===== src/rtl/sprite_pixel_mixer.sv =====
// Sprite pixel mixer: fixed-priority sprite/background select toward VGA,
// plus per-frame sprite overlap tracking and a first-hit pulse.
module sprite_pixel_mixer #(
    parameter int          NUM_OBJECTS = 4,
    parameter logic [7:0]  TRANSPARENT = 8'hFF,
    parameter int          BG_DELAY    = 1
) (
    input  logic                     clk,
    input  logic                     resetN,
    input  logic                     startOfFrame,
    input  logic [NUM_OBJECTS-1:0]   drawingRequest,
    input  logic [8*NUM_OBJECTS-1:0] objRGB,
    input  logic [7:0]               backgroundRGB,
    output logic [7:0]               RGBOut,
    output logic [NUM_OBJECTS-1:0]   winner,
    output logic                     collision,
    output logic [NUM_OBJECTS-1:0]   collisionFlags,
    output logic                     firstHitPulse,
    output logic                     lastFrameCollision
);

    localparam int CW = $clog2(NUM_OBJECTS) + 1;

    typedef enum logic {
        DISARMED,
        ARMED
    } hit_state_t;

    logic [NUM_OBJECTS-1:0] eff;
    logic [CW-1:0]          eff_cnt;
    logic                   coll_now;
    logic [NUM_OBJECTS-1:0] involved;
    logic [7:0]             bg_aligned;

    logic [7:0]             rgb_q, rgb_d;
    logic [NUM_OBJECTS-1:0] win_q, win_d;
    logic                   coll_q, coll_d;
    logic [NUM_OBJECTS-1:0] flags_q, flags_d;
    logic                   lfc_q, lfc_d;
    logic                   sel_found;

    hit_state_t             hit_state_q;
    logic                   hit_pulse_q;

    // A raised request carrying the transparent code is treated as absent.
    always_comb begin
        eff = '0;
        for (int i = 0; i < NUM_OBJECTS; i++) begin
            eff[i] = drawingRequest[i] &&
                     (objRGB[8*i +: 8] != TRANSPARENT);
        end
    end

    always_comb begin
        eff_cnt = '0;
        for (int i = 0; i < NUM_OBJECTS; i++) begin
            eff_cnt = eff_cnt + CW'(eff[i]);
        end
    end

    if (NUM_OBJECTS > 1) begin : g_coll
        assign coll_now = (eff_cnt >= CW'(2));
    end else begin : g_no_coll
        assign coll_now = 1'b0;
    end

    assign involved = coll_now ? eff : '0;

    if (BG_DELAY == 0) begin : g_bg_pass
        assign bg_aligned = backgroundRGB;
    end else begin : g_bg_pipe
        localparam int PW = 8 * BG_DELAY;
        logic [PW-1:0] bg_pipe_q, bg_pipe_d;

        always_comb bg_pipe_d = (bg_pipe_q << 8) | PW'(backgroundRGB);

        always_ff @(posedge clk or negedge resetN) begin
            if (!resetN) begin
                bg_pipe_q <= '0;
            end else begin
                bg_pipe_q <= bg_pipe_d;
            end
        end

        assign bg_aligned = bg_pipe_q[PW-1 -: 8];
    end

    always_comb begin
        rgb_d     = bg_aligned;
        win_d     = '0;
        sel_found = 1'b0;
        for (int i = 0; i < NUM_OBJECTS; i++) begin
            if (eff[i] && !sel_found) begin
                rgb_d     = objRGB[8*i +: 8];
                win_d[i]  = 1'b1;
                sel_found = 1'b1;
            end
        end
    end

    // On a frame start the current pixel already belongs to the new frame.
    always_comb begin
        coll_d  = coll_now;
        flags_d = startOfFrame ? involved : (flags_q | involved);
        lfc_d   = startOfFrame ? (flags_q != '0) : lfc_q;
    end

    always_ff @(posedge clk or negedge resetN) begin
        if (!resetN) begin
            rgb_q   <= 8'h00;
            win_q   <= '0;
            coll_q  <= 1'b0;
            flags_q <= '0;
            lfc_q   <= 1'b0;
        end else begin
            rgb_q   <= rgb_d;
            win_q   <= win_d;
            coll_q  <= coll_d;
            flags_q <= flags_d;
            lfc_q   <= lfc_d;
        end
    end

    always_ff @(posedge clk or negedge resetN) begin
        if (!resetN) begin
            hit_state_q <= DISARMED;
            hit_pulse_q <= 1'b0;
        end else begin
            hit_pulse_q <= 1'b0;
            if (startOfFrame) begin
                if (coll_now) begin
                    hit_pulse_q <= 1'b1;
                    hit_state_q <= DISARMED;
                end else begin
                    hit_state_q <= ARMED;
                end
            end else if (hit_state_q == ARMED && coll_now) begin
                hit_pulse_q <= 1'b1;
                hit_state_q <= DISARMED;
            end
        end
    end

    assign RGBOut             = rgb_q;
    assign winner             = win_q;
    assign collision          = coll_q;
    assign collisionFlags     = flags_q;
    assign firstHitPulse      = hit_pulse_q;
    assign lastFrameCollision = lfc_q;

endmodule


===== config.mk =====
export PLATFORM = sky130hd
export DESIGN_NAME = sprite_pixel_mixer
export DESIGN_NICKNAME = d
export VERILOG_FILES = /design/src/rtl/sprite_pixel_mixer.sv
export SDC_FILE = /design/constraint.sdc
export NUM_CORES = 1
export LEC_CHECK = 0
export CAP_MARGIN = 10
export CORE_ASPECT_RATIO = 1.5
export CORE_MARGIN = 3
export CORE_UTILIZATION = 40
export CTS_CLUSTER_SIZE = 25
export DETAILED_ROUTE_END_ITERATION = 10
export DONT_BUFFER_PORTS = 1
export GPL_ROUTABILITY_DRIVEN = 0
export PLACE_DENSITY = 0.6
export SYNTH_ARGS = -nofsm -noshare
export SYNTH_HDL_FRONTEND = slang
export SYNTH_SLANG_ARGS = --single-unit

===== constraint.sdc =====
create_clock -name clk -period 2.73 [get_ports clk]
set_input_delay 0.4095 -clock clk [delete_from_list [all_inputs] [get_ports clk]]
set_output_delay 0.4095 -clock clk [all_outputs]
set_load 0.02 [all_outputs]

==> flow_summary_export.csv <==
group,metric,value,unit
place,portBuffers,0,
clock_tree,cts_resized,0,
worst_setup_path,worst-path-max-fanout,9,
die,std_cell_rows,26,
synth,yosysMostFrequentCell,"dfrtp_1",
worst_setup_path,cp-end-kind,"flip-flop",
power_and_ir_drop,irDropWorstVdd,367.4,uV
synth,synth_ff_type,"dfrtp_1",
clock_tree,path_clk_slew,90,ps
worst_setup_path,worstSetupStartpoint,"objRGB[14]",
synth,syn_area_per_cell,10.85,sq um
die,initial_core_util,42.70,%
clock_tree,htreeDepth,1,
finish,drive_gt1_share,9.420,%
clock_tree,clk_latency,270,ps
grt,globalRouteTotalUtil,15.59,%
sta,timing.hold.ws,153.1,ps
synth,synth_fp_nets,187,
drt,vias,1099,
die,dieArea,4499,sq um
worst_setup_path,rr_endpoint,"RGBOut[2]$_DFF_PN0_",
grt,grt_pass1_wl,5388,microns
clock_tree,clockBufferDepth,2,
synth,async_flop_share,100.0,%
grt,busiest_layer,"met2",
worst_setup_path,critPathSlowestCell,"o21ai_0",
synth,yosysWarningCount,0,
synth,yosys.area.top_type,"dfrtp_1",
worst_setup_path,cp.arrival,2020,ps
grt,first_global_vias,1101,
sta,rsz0062_at_grt,"no",
synth,synthesis.area,1486,sq um
grt,globalRouteMet1Util,16.77,%
place,placed_cells,175,
die,pin_count,66,
synth,yosysTopAreaCellShare,47.14,%
drt,wl_per_cell,19.27,microns
synth,ys_ff_latch,28,
drt,route.detailed.drc,0,
sta,final-max-slew-violation-count,0,
worst_setup_path,worst-setup-path-type,"in -> reg",
finish,area_growth,6.482,%
clock_tree,numClockSinks,28,
power_and_ir_drop,p_leak,0.6667,nW
sta,fin_tns_setup,0,ps
clock_tree,cts_made_buffers,3,
grt,grt_max_degree,29,
worst_setup_path,worst_setup_path_start_kind,"primary input",
die,core,3481,sq um
drt,drt_iter0_markers,28,
place,hpwl,2761,microns
worst_setup_path,slowest_delay,490,ps
synth,ys_types,30,
run_status,status,"complete, no violations",
clock_tree,cts_tree,"built",
sta,period_share,67.04,%
worst_setup_path,crit_family,"compound AO/OA/AOI/OAI gates",
worst_setup_path,timing.rr.start,"bg_aligned[2]$_DFF_PN0_",
synth,synth_cells,137,
synth,synth_area_leaders,"dfrtp_1 47%, and4b_1 5.4%, mux2i_1 5.4%, o211ai_1 4.0%, nand2b_1 3.8%",
finish,num_antenna_cells,0,
finish,nets,190,
job,cap_violations,0,
grt,use_met3,5.627,%
sta,final.min_clock_period,1830,ps
synth,synth_common_cells,"28 x dfrtp_1, 9 x a21oi_1, 9 x nand2b_1",
sta,finClkSkew,3.142,ps
worst_setup_path,worst-r2r-setup-slack,1540,ps
worst_setup_path,cp_num_buf_inv,0,
sta,max_freq,546.4,MHz
die,die_x,55.78,microns
sta,setup_viol,0,
worst_setup_path,crit_path_cell_trace,"nand4_1 -> o21ai_0 -> ha_1 -> o211ai_4 -> nand2b_1 -> a31oi_1",
die,dieHeight,80.66,microns
worst_setup_path,worstSetupEndpoint,"RGBOut[3]$_DFF_PN0_",
synth,synth_edf_count,0,
drt,vias_per_cell,6.106,
finish,fillers,312,
drt,ant_nets,0,
worst_setup_path,r2r_cells,4,
drt,wl,3469,microns
grt,grt-ovfl-total,0,
drt,first_pass_iters,3,
clock_tree,cts_root_buf,"clkbuf_8",
finish,final_cells,180,
sta,slew_headroom,61.91,%
sta,hold_violations,0,
grt,use_met2,26.90,%
synth,yosysSeqAreaShare,47.14,%
power_and_ir_drop,power.density,532.2,nW/um^2
worst_hold_path,hp-class,"in -> reg",
worst_setup_path,cp_num_cells,6,
worst_setup_path,crit_required,2920,ps
sta,tightest_slew,565.4,ps
grt,antenna_found_initial,0,
-- area by class of cell --
class	instances	area, sq um	area share [%]
Inverter	9	33.78	2.134
Tap cell	42	52.55	3.320
Multi-Input combinational cell	95	716.9	45.30
Timing Repair Buffer	3	37.54	2.372
Sequential cell	28	700.7	44.27
Clock buffer	3	41.29	2.609
-- routing by layer --
layer / vias up / wire length, microns
li1: 521 / -
met1: 525 / 1291
met2: 49 / 1769
met3: 4 / 365
met4: 0 / 42
met5: - / 0
-- registers in the layout (all words and copies together) (netlist names) --
| register | flops |
|---|---|
| RGBOut | 8 |
| bg_aligned | 8 |
| collisionFlags | 4 |
| winner | 4 |
| collision | 1 |
| firstHitPulse | 1 |
| hit_state_q | 1 |
| lastFrameCollision | 1 |
-- stage by stage --
step           setup slack (ps)  util (%)   power, W  instance area [sq um]
4_1_cts                   920.6     45.47  0.0008513                   1583
3_3_place_gp              677.4     43.42  0.0006103                   1511
6_report                  899.8     45.47  0.0008423                   1583
2_1_floorplan             854.1         -  0.0005948                   1486
5_1_grt                   712.1     45.47  0.0008771                   1583
3_5_place_dp              636.1     43.42  0.0006137                   1511
-- placed cells by master (no fill, tap or decap), types with 3 or more instances in the layout --
master | netlist | final
mux2i_1 | 8 | 8
a21oi_1 | 9 | 9
nand2b_1 | 9 | 9
and4b_1 | 8 | 8
dfrtp_1 | 28 | 28
nand4_1 | 3 | 3
clkbuf_8 | 0 | 3
a31oi_1 | 8 | 8
o22ai_1 | 4 | 4
nand3_1 | 8 | 8
inv_1 | 8 | 8
nor2_1 | 4 | 4
o211ai_1 | 8 | 8
nor3_1 | 8 | 8
-- worst min path at each step --
stage / start / endpoint / slack, ps / cells past startpoint
global placement: resetN / lastFrameCollision$_DFFE_PN0P_ / 110 / 0
CTS: backgroundRGB[4] / bg_aligned[4]$_DFF_PN0_ / 150 / 0
detailed placement: resetN / firstHitPulse$_DFF_PN0_ / 110 / 0
finish: backgroundRGB[6] / bg_aligned[6]$_DFF_PN0_ / 150 / 0
floorplan: resetN / RGBOut[0]$_DFF_PN0_ / 110 / 0
global route: backgroundRGB[5] / bg_aligned[5]$_DFF_PN0_ / 140 / 0
-- cells by family after synthesis --
kind of cell,after synthesis,synth area share (%)
simple gates,48,22.05
mux,8,5.387
buf+inv,14,4.629
compound gates,36,17.76
fa+ha+maj,3,3.030
flops,28,47.14
-- where the power goes --
part,switching [W],internal (W),total [W]
Clock,0.000127,0.0000991,0.000226
Sequential,0.0000580,0.000451,0.000509
Combinational,0.0000589,0.0000478,0.000107
-- repair_timing --
item | 4_1_cts | 5_1_grt
setup buffers | 0 | 0
hold endpoints to repair | 28 | 0
hold buffers | 2 | 0
No activity file was read; power rests on OpenSTA's default activity.
